==> src/rtl/bcd_seq_add_ctrl.sv <==
// bcd_seq_add_ctrl: adds two packed multi-digit BCD operands by reusing one
// single-digit BCD adder, one digit per clock, least-significant digit first.
// Optional feature macro: BCD_SUB_EN (adds op_sub for nines-complement subtract).
//
// Ports:
//   clk, rst          clock (rising edge), synchronous active-high reset
//   in_valid/in_ready operand handshake (a_in, b_in, c_in [, op_sub])
//   a_in, b_in        packed BCD operands, digit 0 in [3:0]
//   c_in              decimal carry-in to digit 0
//   out_valid/out_ready result handshake
//   sum_out, c_out    packed BCD result and carry out of the top digit
//   digit_err         some input digit of this operation exceeded 9
//   busy              high while digits are being processed
module bcd_seq_add_ctrl #(
  parameter int unsigned DIGITS = 4,
  parameter int unsigned IDXW   = 3
) (
  input  logic                  clk,
  input  logic                  rst,
  input  logic                  in_valid,
  output logic                  in_ready,
  input  logic [4*DIGITS-1:0]   a_in,
  input  logic [4*DIGITS-1:0]   b_in,
  input  logic                  c_in,
`ifdef BCD_SUB_EN
  input  logic                  op_sub,
`endif
  output logic                  out_valid,
  input  logic                  out_ready,
  output logic [4*DIGITS-1:0]   sum_out,
  output logic                  c_out,
  output logic                  digit_err,
  output logic                  busy
);

  localparam int unsigned OPW   = 4 * DIGITS;
  localparam int unsigned SLOTS = 2 ** IDXW;

  typedef enum logic [1:0] {
    IDLE = 2'd0,
    RUN  = 2'd1,
    DONE = 2'd2
  } state_t;

  state_t            state_q, state_n;
  logic [OPW-1:0]    a_q, a_n;
  logic [OPW-1:0]    b_q, b_n;
  logic              carry_q, carry_n;
  logic              sub_q, sub_n;
  logic [IDXW-1:0]   idx_q, idx_n;
  logic [OPW-1:0]    sum_n;
  logic              c_out_n;
  logic              digit_err_n;
  logic              in_ready_n;
  logic              out_valid_n;
  logic              busy_n;

  // Digit views sized to the full index range so idx selects without width games;
  // unused slots read as zero.
  logic [3:0] a_dig [SLOTS];
  logic [3:0] b_dig [SLOTS];

  always_comb begin : digit_unpack
    for (int i = 0; i < int'(SLOTS); i++) begin
      a_dig[i] = 4'd0;
      b_dig[i] = 4'd0;
    end
    for (int i = 0; i < int'(DIGITS); i++) begin
      a_dig[i] = a_q[4*i +: 4];
      b_dig[i] = b_q[4*i +: 4];
    end
  end

  // Single-digit BCD adder stage on the currently indexed digit.
  logic [3:0] cur_a;
  logic [3:0] cur_b;
  logic [3:0] eff_b;
  logic [4:0] bin_sum;
  logic [3:0] dig_sum;
  logic       dig_carry;
  logic       dig_bad;

  always_comb begin : digit_adder
    cur_a   = a_dig[idx_q];
    cur_b   = b_dig[idx_q];
    // Subtraction uses the nines complement of B; wraps for invalid B digits.
    eff_b   = sub_q ? 4'(4'd9 - cur_b) : cur_b;
    bin_sum = 5'({1'b0, cur_a}) + 5'({1'b0, eff_b}) + 5'({4'd0, carry_q});
    if (bin_sum > 5'd9) begin
      dig_sum   = 4'(bin_sum[3:0] + 4'd6);
      dig_carry = 1'b1;
    end else begin
      dig_sum   = bin_sum[3:0];
      dig_carry = 1'b0;
    end
    // Error checks the original B digit, not the complemented one.
    dig_bad = (cur_a > 4'd9) || (cur_b > 4'd9);
  end

  // Next-state and next-register logic.
  always_comb begin : fsm_next
    state_n     = state_q;
    a_n         = a_q;
    b_n         = b_q;
    carry_n     = carry_q;
    sub_n       = sub_q;
    idx_n       = idx_q;
    sum_n       = sum_out;
    c_out_n     = c_out;
    digit_err_n = digit_err;

    unique case (state_q)
      IDLE: begin
        if (in_valid && in_ready) begin
          a_n         = a_in;
          b_n         = b_in;
          idx_n       = '0;
          sum_n       = '0;
          digit_err_n = 1'b0;
`ifdef BCD_SUB_EN
          sub_n       = op_sub;
          carry_n     = op_sub ? 1'b1 : c_in;
`else
          sub_n       = 1'b0;
          carry_n     = c_in;
`endif
          state_n     = RUN;
        end
      end
      RUN: begin
        for (int i = 0; i < int'(DIGITS); i++) begin
          if (idx_q == IDXW'(i)) sum_n[4*i +: 4] = dig_sum;
        end
        carry_n = dig_carry;
        idx_n   = idx_q + IDXW'(1);
        if (dig_bad) digit_err_n = 1'b1;
        if (idx_q == IDXW'(DIGITS - 1)) begin
          c_out_n = dig_carry;
          state_n = DONE;
        end
      end
      DONE: begin
        if (out_ready) state_n = IDLE;
      end
      default: state_n = IDLE;
    endcase

    in_ready_n  = (state_n == IDLE);
    out_valid_n = (state_n == DONE);
    busy_n      = (state_n == RUN);
  end

  // State and output registers.
  always_ff @(posedge clk) begin : regs
    if (rst) begin
      state_q   <= IDLE;
      a_q       <= '0;
      b_q       <= '0;
      carry_q   <= 1'b0;
      sub_q     <= 1'b0;
      idx_q     <= '0;
      sum_out   <= '0;
      c_out     <= 1'b0;
      digit_err <= 1'b0;
      in_ready  <= 1'b1;
      out_valid <= 1'b0;
      busy      <= 1'b0;
    end else begin
      state_q   <= state_n;
      a_q       <= a_n;
      b_q       <= b_n;
      carry_q   <= carry_n;
      sub_q     <= sub_n;
      idx_q     <= idx_n;
      sum_out   <= sum_n;
      c_out     <= c_out_n;
      digit_err <= digit_err_n;
      in_ready  <= in_ready_n;
      out_valid <= out_valid_n;
      busy      <= busy_n;
    end
  end

endmodule

==> config.mk <==
export PLATFORM = sky130hd
export DESIGN_NAME = bcd_seq_add_ctrl
export DESIGN_NICKNAME = d
export VERILOG_FILES = /design/src/rtl/bcd_seq_add_ctrl.sv
export SDC_FILE = /design/constraint.sdc
export NUM_CORES = 1
export LEC_CHECK = 0
export BUFFER_PORTS_ARGS = -buffer_cell sky130_fd_sc_hd__buf_4
export CAP_MARGIN = 20
export CORE_UTILIZATION = 35
export DETAILED_ROUTE_END_ITERATION = 12
export PLACE_DENSITY = 0.51
export RECOVER_POWER = 25
export SLEW_MARGIN = 20
export SYNTH_ARGS = -nofsm -noshare
export SYNTH_HDL_FRONTEND = slang
export SYNTH_SLANG_ARGS = --single-unit
==> constraint.sdc <==
create_clock -name clk -period 4.7 [get_ports clk]
set_input_delay 1.41 -clock clk [delete_from_list [all_inputs] [get_ports clk]]
set_output_delay 1.41 -clock clk [all_outputs]
set_load 0.1 [all_outputs]
==> results.sh, run 1 <==
export IMPL_rrSetupSlack_ns=0.73
export IMPL_ys_ff_latch=59
export IMPL_min_from="a_q[12]"
export IMPL_ir_drop_uv=151
export IMPL_r2r_start="idx_q[0]"
export IMPL_met2_length_mm=2.88
export IMPL_portBuffers=57
export IMPL_met1_length_mm=3.13
export IMPL_dr_pass1_iters=4
export IMPL_die_y_um=89.4
export IMPL_cts_buffers=9
export IMPL_num_vias=2265
export IMPL_avgSynthCellArea_um2=8.80
export IMPL_htree_num_levels=3
export IMPL_reg2regPathDepth=11
export IMPL_yosys_warnings=0
export IMPL_cap_viol_max_count=0
export IMPL_wirelength_mm=6.34
export IMPL_drv_slew=0
export IMPL_clock_skew_ns=0.00611
export IMPL_drt_vias_per_instance=4.90
export IMPL_synth_top_area_cell="dfxtp_1"
export IMPL_status="finished, final reports clean"
export IMPL_critical_path_arrival_ns=4.21
export IMPL_start_util_pct=36.5
export IMPL_min_path_cells=2
export IMPL_cpMaxStageDelayCell="mux4_2"
export IMPL_min_path_type="reg2reg"
export IMPL_ys_seq_area_share_pct=44.1
export IMPL_grt_start_max_net_pins=60
export IMPL_post_cts_buffers=0
export IMPL_drt_iter0_markers=112
export IMPL_worst_pin_slew_ns=1.18
export IMPL_synthDistinctLibCells=37
export IMPL_startpoint_type="flip-flop"
export IMPL_cts_tree="yes"
export IMPL_cts_resized=0
export IMPL_core_area_mm2=0.00733
export IMPL_grt_first_pass_wirelength_mm=10.5
export IMPL_gr_total_overflow=0
export IMPL_rsz0062_at_grt="false"
export IMPL_hpwl_mm=4.56
export IMPL_fin_hold_ws_ns=0.454
export IMPL_fin_area_mm2=0.00330
export IMPL_crit_chain="mux4_2 -> and2_1 -> fa_1 -> fa_1 -> xnor2_1 -> ha_1 -> nor2b_1 -> a31oi_2 -> a31oi_4 -> mux2_2 -> o32ai_2"
export IMPL_die_area_mm2=0.00800
export IMPL_startpoint="idx_q[0]"
export IMPL_rows=31
export IMPL_track_usage_pct=17.5
export IMPL_highest_layer="met4"
export IMPL_root_buffer="clkbuf_8"
export IMPL_p_leak_nw=1.31
export IMPL_finalSetupViolations=0
export IMPL_syn_cell_area_mm2=0.00268
export IMPL_yosys_top_cells_area="dfxtp_1 (44%), nand2_1 (11%), a21oi_1 (8.0%), mux4_2 (6.7%), ha_1 (4.2%)"
export IMPL_hold_violations=0
export IMPL_met3WireLength_um=246
export IMPL_synth_fp_nets=352
export IMPL_io_pins=58
export IMPL_p_total_mw=1.23
export IMPL_worst_slew_margin_rel_pct=21.6
export IMPL_final_period_utilization_pct=84.4
export IMPL_r2r_end="sum_out[14]"
export IMPL_yosysTopAreaCellShare_pct=44.1
export IMPL_nNetsFinal=407
export IMPL_ant_nets=0
export IMPL_placed_area_mm2=0.00319
export IMPL_clock_latency_ns=0.33
export IMPL_path_clk_slew_ns=0.06
export IMPL_synthCells=304
export IMPL_fmax_ghz=0.252
export IMPL_finalSetupTns_ns=0
export IMPL_wire_per_inst_um=13.7
export IMPL_critPathCaptureType="flip-flop"
export IMPL_critical_path_class="reg2reg"
export IMPL_hold_buffers=0
export IMPL_power_density_mw_per_mm2=373
export IMPL_max_stage_delay_ns=0.54
export IMPL_whs_endpoint="a_q[12]"
export IMPL_area_growth_pct=23.5
export IMPL_drive_gt1_share_pct=20.4
export IMPL_cts_buffer_depth=2
export IMPL_cp_required_ns=4.95
export IMPL_layout_min_cycle_time_ns=3.97
export IMPL_gp_congestion=0.831
export IMPL_grt_pass1_vias=2198
export IMPL_fp_dieW_um=89.4
export IMPL_cpMostUsedCell="fa_1"
export IMPL_final_util_pct=45.1
export IMPL_diodes=0
export IMPL_crit_fanout=6
export IMPL_grt_antenna_before_repair=0
export IMPL_drcViolationCount=0
export IMPL_cts_sinks=59
-- cells in the final DEF (no fill, tap or decap), types with 2 or more instances in the layout --
cell type	Yosys	final
and3_1	3	3
buf_4	0	42
a21o_1	4	4
a31oi_1	4	4
o32ai_1	7	7
a211oi_1	2	2
a32o_1	2	2
mux2_2	2	2
and2_1	9	9
o21ai_0	2	2
clkinv_2	0	2
nor2_1	13	13
fa_1	2	2
nor2b_1	3	3
clkbuf_8	0	12
inv_1	10	10
nand2_1	80	80
a21oi_1	43	43
ha_1	9	9
dfxtp_1	59	59
nand3_1	5	5
clkbuf_1	15	18
mux4_2	8	8
nand2b_1	6	6
-- registers in the layout, summed over array words and instances, names as in the netlist --
signal	cells
a_q	16
b_q	16
sum_out	16
idx_q	3
state_q	2
busy	1
c_out	1
carry_q	1
digit_err	1
in_ready	1
out_valid	1
-- worst max-delay path, delay by kind of cell (launching register included) --
family | cells | cell delay (ns)
adders and majority gates | 3 | 1.17
muxes | 2 | 0.95
AOI/OAI and AO/OA | 3 | 0.55
DFF | 1 | 0.53
and+or+nand+nor | 2 | 0.38
xor gates and xnor gates | 1 | 0.30
-- layout make-up --
type | count | area (um2)
tap | 99 | 124
inverter | 10 | 37.5
timing repair buffer | 60 | 387
multi-input combinational | 219 | 1400
clock inverter | 2 | 10.0
clock buffer | 13 | 169
fill | 760 | 4030
sequential | 59 | 1180
-- how the worst max path moves through the flow --
stage,endpoint,cells after the start
after floorplan,sum_out[14],12
after global placement,sum_out[14],11
after detailed placement,sum_out[14],11
after CTS,sum_out[14],11
after global routing,sum_out[14],11
final,sum_out[14],11
-- kinds of logic after synthesis --
group / Yosys count / share of synthesized area, %
AOI/OAI and AO/OA: 74 / 18.0
xor gates and xnor gates: 1 / 0.327
buffers and inverters: 26 / 3.69
and+or+nand+nor: 122 / 20.0
adders and majority gates: 11 / 5.70
muxes: 11 / 8.13
DFF: 59 / 44.1
-- report_power, final --
part,switching [mW],total (mW),internal (mW)
combinational,0.166,0.267,0.101
clock,0.187,0.417,0.230
sequential,0.0188,0.547,0.528
total,0.371,1.23,0.860
-- cells in the mapped netlist --
cell / count
a211oi_2: 1
a31o_1: 1
fa_1: 2
xnor2_1: 1
ha_1: 9
and3_4: 1
a31oi_4: 1
clkbuf_1: 15
nor2b_1: 3
or3_4: 1
a21o_1: 4
o21ai_1: 1
nand3_1: 5
nand2b_1: 6
a211oi_1: 2
o32ai_1: 7
nand2_1: 80
mux2_2: 2
mux2_4: 1
o32ai_2: 1
a21oi_1: 43
o21ai_0: 2
o21bai_1: 1
buf_2: 1
and2_1: 9
nor3b_1: 1
inv_1: 10
a31oi_2: 1
a31oi_1: 4
o22ai_1: 1
and3_1: 3
mux4_2: 8
a21boi_0: 1
nor2_1: 13
dfxtp_1: 59
a32o_1: 2
a22oi_1: 1
-- per-stage QoR --
stage	instances	setup slack (ns)
2_1_floorplan	304	0.875
3_3_place_gp	447	0.831
3_5_place_dp	447	0.731
4_1_cts	462	0.712
5_1_grt	462	0.536
6_report	462	0.733
-- metal layers --
layer  track usage (%)  vias to the layer above
met4              7.07                        0
met3              3.79                        9
met5                 0                        -
met2              27.3                       42
met1              23.5                     1052
li1                  -                     1162
(Power assumes the default switching activity.)
==> inputs of run 2 (changes only) <==
==> constraint.sdc (replaced) <==
create_clock -name clk -period 3.85 [get_ports clk]
set_input_delay 1.155 -clock clk [delete_from_list [all_inputs] [get_ports clk]]
set_output_delay 1.155 -clock clk [all_outputs]
set_load 0.1 [all_outputs]
==> run 2 against run 1 <==
Net effect:
- count of clock-buffer cells in the layout did not move
- worst setup slack got worse by 0.55 ns
- non-clock buffer count rose by 6
- total power rose by 19%
- highest routed layer unchanged
- critical endpoint unchanged
- largest cell class unchanged
- wire length rose by 1.4%
==> results.sh, run 2 (synthesis gave the netlist of run 1 again) <==
export IMPL_fp_dieW_um=89.4
export IMPL_critical_path_arrival_ns=3.91
export IMPL_diodes=0
export IMPL_p_leak_nw=1.33
export IMPL_finalSetupTns_ns=0
export IMPL_p_sw_mw=0.453
export IMPL_drt_iter0_markers=89
export IMPL_drt_vias_per_instance=4.85
export IMPL_wire_per_inst_um=13.7
export IMPL_portBuffers=57
export IMPL_crit_family="adder cells"
export IMPL_core_area_mm2=0.00733
export IMPL_fmax_ghz=0.273
export IMPL_switching_share_pct=31.0
export IMPL_critical_path_class="reg2reg"
export IMPL_power_density_mw_per_mm2=439
export IMPL_p_clk_share_pct=31.2
export IMPL_crit_chain="mux4_2 -> and2_1 -> fa_1 -> fa_1 -> xnor2_1 -> ha_1 -> nor2b_1 -> a31oi_2 -> a31oi_4 -> mux2_2 -> o32ai_2"
export IMPL_area_growth_pct=24.5
export IMPL_max_stage_delay_ns=0.51
export IMPL_fill_cells=754
export IMPL_clock_skew_ns=0.00567
export IMPL_drcViolationCount=0
export IMPL_die_y_um=89.4
export IMPL_cp_num_buf_inv=0
export IMPL_grt_pass1_vias=2192
export IMPL_hpwl_mm=4.73
export IMPL_ant_nets=0
export IMPL_finalSetupViolations=0
export IMPL_cts_buffer_depth=2
export IMPL_final_common_cell="nand2_1"
export IMPL_cts_buffers=9
export IMPL_wirelength_mm=6.43
export IMPL_rsz0062_at_grt="false"
export IMPL_start_util_pct=36.5
export IMPL_cpMaxStageDelayCell="mux4_2"
export IMPL_final_period_utilization_pct=95.2
export IMPL_critPathCaptureType="flip-flop"
export IMPL_drive_gt1_share_pct=21.6
export IMPL_min_path_cells=2
export IMPL_p_total_mw=1.46
export IMPL_final_util_pct=45.5
export IMPL_status="finished, final reports clean"
export IMPL_rows=31
export IMPL_drv_slew=0
export IMPL_min_path_type="reg2reg"
export IMPL_r2r_start="idx_q[0]"
export IMPL_worst_slew_margin_rel_pct=22.1
export IMPL_grt_start_max_net_pins=45
export IMPL_cts_resized=0
export IMPL_cpMostUsedCell="fa_1"
export IMPL_worst_pin_slew_ns=1.17
export IMPL_nNetsFinal=413
export IMPL_gr_total_overflow=0
export IMPL_fin_hold_ws_ns=0.453
export IMPL_track_usage_pct=18.0
export IMPL_cap_viol_max_count=0
export IMPL_crit_fanout=5
export IMPL_clock_latency_ns=0.33
export IMPL_num_vias=2276
export IMPL_reg2regPathDepth=11
export IMPL_fin_area_mm2=0.00333
export IMPL_hold_violations=0
export IMPL_dr_pass1_iters=4
export IMPL_gp_congestion=0.876
export IMPL_die_area_mm2=0.00800
export IMPL_final_cell_mix="nand2_1 (80), dfxtp_1 (59), buf_4 (50)"
export IMPL_placed_area_mm2=0.00322
export IMPL_cts_tree="yes"
export IMPL_startpoint="idx_q[0]"
export IMPL_top_regs="a_q: 16 flops, b_q: 16 flops, sum_out: 16 flops"
export IMPL_grt_first_pass_wirelength_mm=10.6
export IMPL_p_int_mw=1.01
export IMPL_combinationalPowerShare_pct=23.3
export IMPL_min_from="a_q[13]"
export IMPL_io_pins=58
export IMPL_root_buffer="clkbuf_8"
export IMPL_path_clk_slew_ns=0.06
export IMPL_power_frac_seq_pct=45.5
export IMPL_startpoint_type="flip-flop"
export IMPL_cts_sinks=59
export IMPL_ir_drop_uv=228
export IMPL_grt_antenna_before_repair=0
export IMPL_htree_num_levels=3
export IMPL_worst_path_stages=11
export IMPL_cp_required_ns=4.10
export IMPL_layout_min_cycle_time_ns=3.66
-- run 2: cell types whose count changed in the layout (fill, tap and decap cells not counted), sizes merged --
cell | before | now
buf | 42 | 50
clkbuf | 31 | 29
clkinv | 2 | 3
-- run 2: final timing paths --
check | endpoint | slack, ns
max reg2reg | sum_out[14] | 0.19
max | sum_out[14] | 0.19
min reg2reg | a_q[13] | 0.45
min | a_q[13] | 0.45
-- run 2: final cells by class --
type | count | area, um2 | share of cell area, %
timing repair buffer | 66 | 439 | 13.2
inverter | 10 | 37.5 | 1.13
sequential | 59 | 1180 | 35.4
multi-input combinational | 219 | 1400 | 41.9
tap | 99 | 124 | 3.72
clock inverter | 3 | 15.0 | 0.451
clock buffer | 13 | 139 | 4.17
-- run 2: stage by stage --
stage | std cells | setup WS (ns)
floorplan | 304 | 0.0253
global placement | 451 | 0.242
detailed placement | 451 | 0.142
CTS | 467 | 0.125
global route | 469 | 0.00156
finish | 469 | 0.187
-- run 2: worst min-delay path, cell delays in order, from the launching register on --
cell and delay [ns]:
dfxtp_1 0.31, nand2_1 0.05, a21oi_1 0.05
-- run 2: layer usage --
| layer | vias up | track usage (%) | share of wire, % |
|---|---|---|---|
| met1 | 1049 | 24.6 | 49 |
| met2 | 47 | 26.7 | 45 |
| met4 | 0 | 7.65 | 1.3 |
| met3 | 9 | 4.71 | 3.9 |
| met5 | - | 0 | 0 |
| li1 | 1171 | - | - |
-- run 2: repair_timing --
action,in CTS,in global routing
buffers inserted,0,2
hold buffers,0,0
endpoints found under the setup margin,0,1
-- run 2: power groups by stage --
| stage | Sequential, mW | Combinational [mW] | Clock (mW) |
|---|---|---|---|
| finish | 0.665 | 0.341 | 0.457 |
| CTS | 0.666 | 0.343 | 0.472 |
| floorplan | 0.723 | 0.198 | 0 |
| global route | 0.670 | 0.374 | 0.502 |
| detailed placement | 0.679 | 0.342 | 0 |
| global placement | 0.678 | 0.340 | 0 |
